`src/rtl/pq_cmd_pkg.sv`:
```
// Shared types for the hybrid_tree priority-queue command sequencer.
package pq_cmd_pkg;

    localparam int PQ_DATA_WIDTH = 16;

    typedef enum logic [1:0] {
        PQ_ENQUEUE = 2'd0,
        PQ_DEQUEUE = 2'd1,
        PQ_REPLACE = 2'd2,
        PQ_PEEK    = 2'd3
    } pq_op_t;

    typedef enum logic [1:0] {
        ST_IDLE    = 2'd0,
        ST_ISSUE   = 2'd1,
        ST_SETTLE  = 2'd2,
        ST_RESPOND = 2'd3
    } pq_state_t;

    // The key field follows PQ_DATA_WIDTH; the top's DATA_WIDTH must match it.
    typedef struct packed {
        pq_op_t                   op;
        logic [PQ_DATA_WIDTH-1:0] data;
    } pq_req_t;

endpackage

```
`src/rtl/pq_cmd_sequencer_fifo.sv`:
```
// Request buffer for the sequencer: synchronous FIFO of pq_req_t with a
// registered not-full flag (ready) and a combinational empty flag.
module pq_req_fifo
    import pq_cmd_pkg::*;
#(
    parameter int DEPTH = 4
) (
    input  logic    clk,
    input  logic    rst_n,
    input  logic    push,
    input  pq_req_t push_data,
    input  logic    pop,
    output pq_req_t pop_data,
    output logic    empty,
    output logic    ready
);
    localparam int AW = (DEPTH > 1) ? $clog2(DEPTH) : 1;

    pq_req_t        mem [DEPTH];
    logic [AW-1:0]  wr_ptr;
    logic [AW-1:0]  rd_ptr;
    logic [AW:0]    count;
    logic [AW:0]    count_next;

    always_comb begin
        count_next = count + {{AW{1'b0}}, push} - {{AW{1'b0}}, pop};
    end

    // Pointers wrap naturally because DEPTH is a power of two.
    always_ff @(posedge clk) begin
        if (!rst_n) begin
            wr_ptr <= '0;
            rd_ptr <= '0;
            count  <= '0;
            ready  <= 1'b0;
        end else begin
            if (push) wr_ptr <= wr_ptr + AW'(1);
            if (pop)  rd_ptr <= rd_ptr + AW'(1);
            count <= count_next;
            ready <= (count_next != (AW+1)'(DEPTH));
        end
    end

    always_ff @(posedge clk) begin
        if (push) mem[wr_ptr] <= push_data;
    end

    assign pop_data = mem[rd_ptr];
    assign empty    = (count == '0);

endmodule

```
`src/rtl/pq_cmd_sequencer.sv`:
```
// Command front-end for the hybrid_tree max-first priority queue: buffers
// requests, pulses i_wrt/i_read once per op, waits out the settle window, responds.
module pq_cmd_sequencer
    import pq_cmd_pkg::*;
#(
    parameter int DATA_WIDTH    = PQ_DATA_WIDTH,
    parameter int SETTLE_CYCLES = 24,
    parameter int FIFO_DEPTH    = 4
) (
    input  logic                  CLK,
    input  logic                  RSTn,
    input  logic                  i_req_valid,
    output logic                  o_req_ready,
    input  logic [1:0]            i_req_op,
    input  logic [DATA_WIDTH-1:0] i_req_data,
    output logic                  o_rsp_valid,
    input  logic                  i_rsp_ready,
    output logic [1:0]            o_rsp_op,
    output logic [DATA_WIDTH-1:0] o_rsp_data,
    output logic                  o_rsp_err,
    output logic                  o_pq_wrt,
    output logic                  o_pq_read,
    output logic [DATA_WIDTH-1:0] o_pq_data,
    input  logic                  i_pq_full,
    input  logic                  i_pq_empty,
    input  logic [DATA_WIDTH-1:0] i_pq_data,
    output logic                  o_busy
);
    localparam int CNT_W = (SETTLE_CYCLES > 1) ? $clog2(SETTLE_CYCLES) : 1;
    localparam logic [CNT_W-1:0] SETTLE_LOAD = CNT_W'(SETTLE_CYCLES - 1);

    pq_state_t             state_q, state_d;
    logic [CNT_W-1:0]      cnt_q, cnt_d;
    logic                  boot_q, boot_d;
    pq_req_t               cmd_q, cmd_d;
    pq_op_t                rsp_op_q, rsp_op_d;
    logic [DATA_WIDTH-1:0] rsp_data_q, rsp_data_d;
    logic                  rsp_err_q, rsp_err_d;
    logic                  pq_wrt_q, pq_wrt_d;
    logic                  pq_read_q, pq_read_d;
    logic [DATA_WIDTH-1:0] pq_data_q, pq_data_d;

    pq_req_t fifo_in;
    pq_req_t fifo_head;
    logic    fifo_push;
    logic    fifo_pop;
    logic    fifo_empty;

    // Handshake: a request transfers on a rising CLK where i_req_valid && o_req_ready;
    // a response transfers where o_rsp_valid && i_rsp_ready, and o_rsp_* hold until then.
    always_comb begin
        fifo_in.op   = pq_op_t'(i_req_op);
        fifo_in.data = i_req_data;
    end

    assign fifo_push = i_req_valid && o_req_ready;

    pq_req_fifo #(
        .DEPTH (FIFO_DEPTH)
    ) u_fifo (
        .clk       (CLK),
        .rst_n     (RSTn),
        .push      (fifo_push),
        .push_data (fifo_in),
        .pop       (fifo_pop),
        .pop_data  (fifo_head),
        .empty     (fifo_empty),
        .ready     (o_req_ready)
    );

    always_comb begin
        state_d    = state_q;
        cnt_d      = cnt_q;
        boot_d     = boot_q;
        cmd_d      = cmd_q;
        rsp_op_d   = rsp_op_q;
        rsp_data_d = rsp_data_q;
        rsp_err_d  = rsp_err_q;
        pq_data_d  = pq_data_q;
        pq_wrt_d   = 1'b0;
        pq_read_d  = 1'b0;
        fifo_pop   = 1'b0;
        case (state_q)
            ST_IDLE: begin
                if (!fifo_empty) begin
                    fifo_pop = 1'b1;
                    cmd_d    = fifo_head;
                    state_d  = ST_ISSUE;
                end
            end
            ST_ISSUE: begin
                rsp_op_d   = cmd_q.op;
                rsp_data_d = i_pq_data;
                rsp_err_d  = 1'b0;
                cnt_d      = SETTLE_LOAD;
                state_d    = ST_RESPOND;
                case (cmd_q.op)
                    PQ_ENQUEUE: begin
                        rsp_data_d = '0;
                        if (i_pq_full) begin
                            rsp_err_d = 1'b1;
                        end else begin
                            pq_wrt_d  = 1'b1;
                            pq_data_d = cmd_q.data;
                            state_d   = ST_SETTLE;
                        end
                    end
                    PQ_DEQUEUE: begin
                        if (i_pq_empty) begin
                            rsp_err_d = 1'b1;
                        end else begin
                            pq_read_d = 1'b1;
                            state_d   = ST_SETTLE;
                        end
                    end
                    PQ_REPLACE: begin
                        if (i_pq_empty) begin
                            rsp_err_d = 1'b1;
                        end else begin
                            pq_wrt_d  = 1'b1;
                            pq_read_d = 1'b1;
                            pq_data_d = cmd_q.data;
                            state_d   = ST_SETTLE;
                        end
                    end
                    default: rsp_err_d = i_pq_empty;
                endcase
                if (rsp_err_d) rsp_data_d = '0;
            end
            ST_SETTLE: begin
                // The post-reset settle only waits for queue init; there is nothing to answer.
                if (cnt_q == '0) begin
                    state_d = boot_q ? ST_IDLE : ST_RESPOND;
                    boot_d  = 1'b0;
                end else begin
                    cnt_d = cnt_q - CNT_W'(1);
                end
            end
            default: begin
                if (i_rsp_ready) begin
                    if (!fifo_empty) begin
                        fifo_pop = 1'b1;
                        cmd_d    = fifo_head;
                        state_d  = ST_ISSUE;
                    end else begin
                        state_d = ST_IDLE;
                    end
                end
            end
        endcase
    end

    always_ff @(posedge CLK) begin
        if (!RSTn) begin
            state_q    <= ST_SETTLE;
            cnt_q      <= SETTLE_LOAD;
            boot_q     <= 1'b1;
            cmd_q      <= '0;
            rsp_op_q   <= PQ_ENQUEUE;
            rsp_data_q <= '0;
            rsp_err_q  <= 1'b0;
            pq_wrt_q   <= 1'b0;
            pq_read_q  <= 1'b0;
            pq_data_q  <= '0;
        end else begin
            state_q    <= state_d;
            cnt_q      <= cnt_d;
            boot_q     <= boot_d;
            cmd_q      <= cmd_d;
            rsp_op_q   <= rsp_op_d;
            rsp_data_q <= rsp_data_d;
            rsp_err_q  <= rsp_err_d;
            pq_wrt_q   <= pq_wrt_d;
            pq_read_q  <= pq_read_d;
            pq_data_q  <= pq_data_d;
        end
    end

    assign o_rsp_valid = (state_q == ST_RESPOND);
    assign o_rsp_op    = rsp_op_q;
    assign o_rsp_data  = rsp_data_q;
    assign o_rsp_err   = rsp_err_q;
    assign o_pq_wrt    = pq_wrt_q;
    assign o_pq_read   = pq_read_q;
    assign o_pq_data   = pq_data_q;
    assign o_busy      = (state_q != ST_IDLE) || !fifo_empty;

endmodule

```
`config.mk`:
```
export PLATFORM = sky130hd
export DESIGN_NAME = pq_cmd_sequencer
export DESIGN_NICKNAME = d
export VERILOG_FILES = /design/src/rtl/pq_cmd_pkg.sv /design/src/rtl/pq_cmd_sequencer_fifo.sv /design/src/rtl/pq_cmd_sequencer.sv
export SDC_FILE = /design/constraint.sdc
export NUM_CORES = 1
export LEC_CHECK = 0
export CAP_MARGIN = 10
export CORE_MARGIN = 4
export CORE_UTILIZATION = 49
export CTS_CLUSTER_SIZE = 25
export DETAILED_ROUTE_END_ITERATION = 12
export GPL_TIMING_DRIVEN = 0
export PLACE_DENSITY = 0.76
export SYNTH_ARGS = -nofsm -noshare
export SYNTH_HDL_FRONTEND = slang
export SYNTH_SLANG_ARGS = --single-unit
```
`constraint.sdc`:
```
create_clock -name CLK -period 2.3 [get_ports CLK]
set_input_delay 0.345 -clock CLK [delete_from_list [all_inputs] [get_ports CLK]]
set_output_delay 0.345 -clock CLK [all_outputs]
set_load 0.1 [all_outputs]
```
Word-level counts from Yosys, hierarchy flattened
Memory sizes are Yosys's and may differ from the RTL's. A register that Yosys moved wholly into a read port is not among the register bits. Index checks and enable logic that the tools add are counted.

Eq/ne operators: 11. $add $sub $neg: 5. Bitwise operators: 1. Reductions and logical operators: 21. Mux-type cells: 33.

Operator list (number): 16-bit 2-to-1 mux (4); 18-bit 2-to-1 mux (2); 18-bit case mux with 2 select lines (1); 16-bit case mux with 2 select lines (1); 1-bit 2-to-1 mux (12); 2-bit 2-to-1 mux (6); 2-bit != test, second input constant (5); 5-bit case mux with 2 select lines (1); 1-bit case mux with 2 select lines (4); 2-bit AND reduction (4); 2-bit nonzero test (4); 2-bit equality test, second input constant (3); 2-bit case mux with 3 select lines (1); 3-bit AND reduction (2); 5-bit logical NOT (1); 5-bit 2-to-1 mux (1); 5-bit by 1-bit subtractor with 5-bit output, second input constant (1); 2-bit by 1-bit adder with 2-bit output, second input constant (2); 2-bit by 1-bit equality test with 1-bit output, second input constant (2); 2-bit logical NOT (2); 4-bit AND reduction (1); 4-bit nonzero test (1); 2-bit OR reduction (2); 3-bit by 1-bit adder with 3-bit output (1); other kinds (7) (7).

Bits of input ports: 40. Memory bits (writable): 72. Output and inout port bits: 40. Register bits: 71. Logic and storage cells: 87. Memories kept: 1.

Memories: u_fifo.mem (words 4, width 18, read ports 1, clocked after memory_dff 1, write ports 1, RTL line pq_cmd_sequencer_fifo.sv:19) `pq_req_t mem [DEPTH];`.

Depth between registers and ports, before layout
Depth in word-level cells: 6. Depth in mapped cells: 12. Mapped depth without buffers: 12.

Hierarchy
A second synthesis with hierarchy kept.

Cell total of the unflattened synthesis: 448. Area total of the unflattened synthesis: 5745.5 sq um.

By module, submodules not included: pq_req_fifo (area each 3105.5 sq um, instances 1, cells an instance 139); pq_cmd_sequencer (area each 2640.0 sq um, instances 1, cells an instance 309).

Worst setup path after synthesis
OpenSTA, ideal clock, no wires.

Kind: register to register. Start point: reg state_q[0]. End point: reg u_fifo.ready. Path buffers: 0. Arrival time: 2958 ps. Stages on the path, launching flop included: 12. Path slack: -778 ps. Cell sequence: dfxtp_1 ha_1 mux2i_1 nor2_1 ha_1 inv_1 ha_1 inv_1 fa_1 xor2_1 xnor2_1 o31a_1.

Cells in the longest elaborated chain, start to end: 5. Elaborated cells on any way between the ends: 7.

Ends and longest elaborated chain: start, declared (RTL line pq_cmd_sequencer.sv:32) `pq_state_t state_q, state_d;`; start signal, assigned (RTL line pq_cmd_sequencer.sv:166) `state_q <= state_d;`; 2-bit equality test / 2-bit by 1-bit equality test with 1-bit output (equally long branches) (RTL line pq_cmd_sequencer.sv:83) `case (state_q)`; 2-bit OR reduction (no line); 1-bit case mux with 2 select lines (*) (RTL line pq_cmd_sequencer.sv:83); 3-bit by 1-bit subtractor with 3-bit output (*) (RTL line pq_cmd_sequencer_fifo.sv:26) `count_next = count + {{AW{1'b0}}, push} - {{AW{1'b0}}, pop};`; 3-bit != test (*) (RTL line pq_cmd_sequencer_fifo.sv:40) `ready <= (count_next != (AW+1)'(DEPTH));`; end signal, assigned (RTL line pq_cmd_sequencer_fifo.sv:40); end, declared (RTL line pq_cmd_sequencer_fifo.sv:15) `output logic ready`.

Every way passes the cells marked *; elsewhere a longest branch is shown, timed or not. A chain may end at the register's enable or synchronous reset.

Worst setup path after layout
Same ends and word-level chain as after synthesis.

==> impl_metrics.toml <==
[critical_path]
path_buf_inv = 2
max_stage_delay_ps = 390
crit_family = "adder cells"
crit_chain = "ha_4 -> mux2i_4 -> nor2_2 -> ha_1 -> inv_1 -> ha_2 -> inv_1 -> fa_2 -> xor2_1 -> xnor2_1 -> o31a_1"
cp-end-kind = "register"
crit_required_ps = 2610
critPathSlowestCell = "dfxtp_4"
worst_setup_path_start_kind = "register"
cp_common_cell = "inv_1"
crit_type = "register to register"
crit_fanout = 4
arrival_ps = 2700

[routing]
ant_nets = 0
post-route-drc-count = 0
drt_iter0_drc = 142
wl_per_cell_um = 16.7
drt_pre_antenna_iters = 4
vias_per_cell = 5.20
vias = 3603
wl_um = 11500

[cts]
htree_levels = 4
root_buffer = "clkbuf_16"
cts_made_buffers = 17
cts_hold_buf = 0
clk_latency_ps = 410
max-clock-path-buffers = 2
clk_pin_slew_ps = 60
tritoncts = "built"
cts.sinks = 145

[timing]
skew_ps = 7.33
rsz0062_at_grt = "yes"
slew_headroom = 0.310
worst_slew_pin_slew_ps = 1030
final.period_utilization = 1.04
maxSlewViolCount = 0
final_hold_viol_count = 0
setup_ws_ps = -94.4
fmax_mhz = 418
min_period_ps = 2390
setup_viol = 1

[die]
ios = 80
rows = 39
core-area_um2 = 11500
die_h_um = 117
dieArea_um2 = 13600
start_util = 0.504
die_width_um = 117

[power_and_ir_drop]
p_clk_frac = 0.394
leakagePower_uw = 0.00289
switchingPower_uw = 1810
internal_power_uw = 4760
ir_drop_uv = 629
p_sw_frac = 0.275
power_frac_comb = 0.148
power_density_nw_per_um2 = 883
finalPower_uw = 6570
seqPwrFrac = 0.458

[finish]
nets = 593
fin_util = 0.649
area_delta_synth_final_pct = 28.9
num-fill-cells = 852
drive_gt1_frac = 0.162
design_area_um2 = 7440
antenna_cells = 0

[placement]
hpwl_um = 7600
pre_cts_ws_ps = -510
routabilityCongestion = 0.826
io_buffers = 79
placed_cell_area_um2 = 6760

[grt]
grt_pass1_wl_um = 18500
gr-total-overflow = 0
grt_pass1_vias = 3708
grtUsageTotal = 0.180
antenna_found_initial = 0
grt_start_max_net_pins = 19

[synth]
synthesis.area_um2 = 5770
synth-edff-count = 72
synth_common_cells = "dfxtp_1 (73), edfxtp_1 (72), nor2b_1 (55), nand2_1 (50), mux2i_1 (21)"
synthDistinctLibCells = 44
yosysTopAreaCell = "edfxtp_1"
synth_top_family_by_area = "simple AND/OR/NAND/NOR gates"
synthSimpleGateAreaFrac = 0.129
synth_compound_gate_area_share = 0.0624
ys.flop_type = "dfxtp_1"
synth_fa_ha_area_frac = 0.0360
synth_seq_cells = 145
muxShareOfSynthArea = 0.107
synthCells = 432
async_flop_share = 0
synth.area.top_cells = "edfxtp_1 (37%), dfxtp_1 (25%), mux4_2 (7.0%)"
synth_xor_area_frac = 0.0106
synth-seq-area-share = 0.628
syn_area_per_cell_um2 = 13.4
synth_nets = 488
netlist.area_leader.share = 0.374
ys_warn_count = 0
synth_most_common_cell = "dfxtp_1"

[outcome]
violations = "negative setup slack"
status = "complete, but fails checks"

[run]
maxCapViolations = 0

[hold_path]
hold_path.class = "register to register"
==> tightest hold or removal path, cell delays in order, from the launching register on <==
cell and delay [ps]:
dfxtp_1 310, nand2_1 50, a21boi_0 60
==> logic make-up after synthesis <==
group	after synthesis
flops	145
xor+xnor	7
compound gates	51
simple gates	137
fa+ha+maj	16
mux	39
buf+inv	37
==> power groups by stage <==
| stage | sequential (uW) | clock, uW | combinational [uW] |
|---|---|---|---|
| after CTS | 3000 | 2640 | 930 |
| after detailed placement | 3040 | 0 | 892 |
| after global placement | 3030 | 0 | 869 |
| final | 3010 | 2590 | 974 |
| after floorplan | 3080 | 0 | 586 |
| after global routing | 3020 | 2780 | 1070 |
==> metrics by stage <==
stage	instances	hold WS [ps]	TNS, ps
after floorplan	432	421	-232
after global placement	654	451	-1240
after detailed placement	654	457	-1260
after CTS	688	469	-98.3
after global routing	693	489	-318
final	693	464	-94.4
==> repair_timing <==
item	CTS	global route
hold endpoints to repair	0	0
resized for setup	18	17
buffers inserted	2	5
setup endpoints to repair	9	11
pin swaps	1	2
==> flip-flops by register name (all words and copies together) (netlist names), named ones only <==
register	count
u_fifo.mem	72
o_pq_data	16
o_rsp_err	1
cnt_q	5
u_fifo.ready	1
o_pq_wrt	1
o_rsp_op	2
u_fifo.wr_ptr	2
state_q	2
boot_q	1
o_pq_read	1
cmd_q	18
u_fifo.count	3
u_fifo.rd_ptr	2
o_rsp_data	16
==> placed cells by master, fill, tap and decap left out, types with 2 or more instances in the layout <==
cell type        netlist  final
and2_1                 5      5
clkdlybuf4s50_1        0     64
inv_6                  0      6
dlymetal6s2s_1         0      8
clkbuf_16              0     17
a21oi_1               19     19
inv_1                 17     15
xnor2_1                4      4
nor2_1                 5      4
and3_1                 4      4
nand2b_1               2      2
ha_4                   0      2
mux4_2                18     18
dfxtp_4                0      2
ha_1                  15     12
clkinv_4               0      2
nor2b_1               55     55
nor3b_1                2      2
buf_2                  7      8
buf_4                  3     10
nand2_1               50     50
xor2_1                 3      3
edfxtp_1              72     72
dfxtp_1               73     71
a21boi_0              19     19
mux2i_1               21     20
o21ai_0                3      3
inv_8                  0      5
nand3_1                2      2
dlygate4sd2_1          0      5
clkbuf_1               9      9
==> final cells by class <==
class	count	area, um^2	area share
Inverter	17	66.3	0.00891
Buffer	20	95.1	0.0128
Sequential cell	145	3630	0.488
Multi-Input combinational cell	250	2060	0.277
Clock inverter	15	139	0.0187
Tap cell	143	179	0.0240
Clock buffer	17	425	0.0572
Timing Repair Buffer	86	847	0.114
==> metal layers <==
metal / vias up / track usage / wire length (um)
met5: - / 0 / 0
met3: 18 / 0.0544 / 687
met4: 0 / 0.0573 / 179
met1: 1740 / 0.223 / 4990
met2: 109 / 0.304 / 5690
li1: 1736 / - / -
==> path summary, 6_finish.rpt <==
path	start	end	slack (ps)	cells after the start
max	state_q[0]	u_fifo.ready	-90	11
min	cmd_q[1]	cmd_q[1]	460	2
max reg2reg	state_q[0]	u_fifo.ready	-90	11
min reg2reg	cmd_q[1]	cmd_q[1]	460	2
Note: power is estimated with default switching activity, not from simulation.
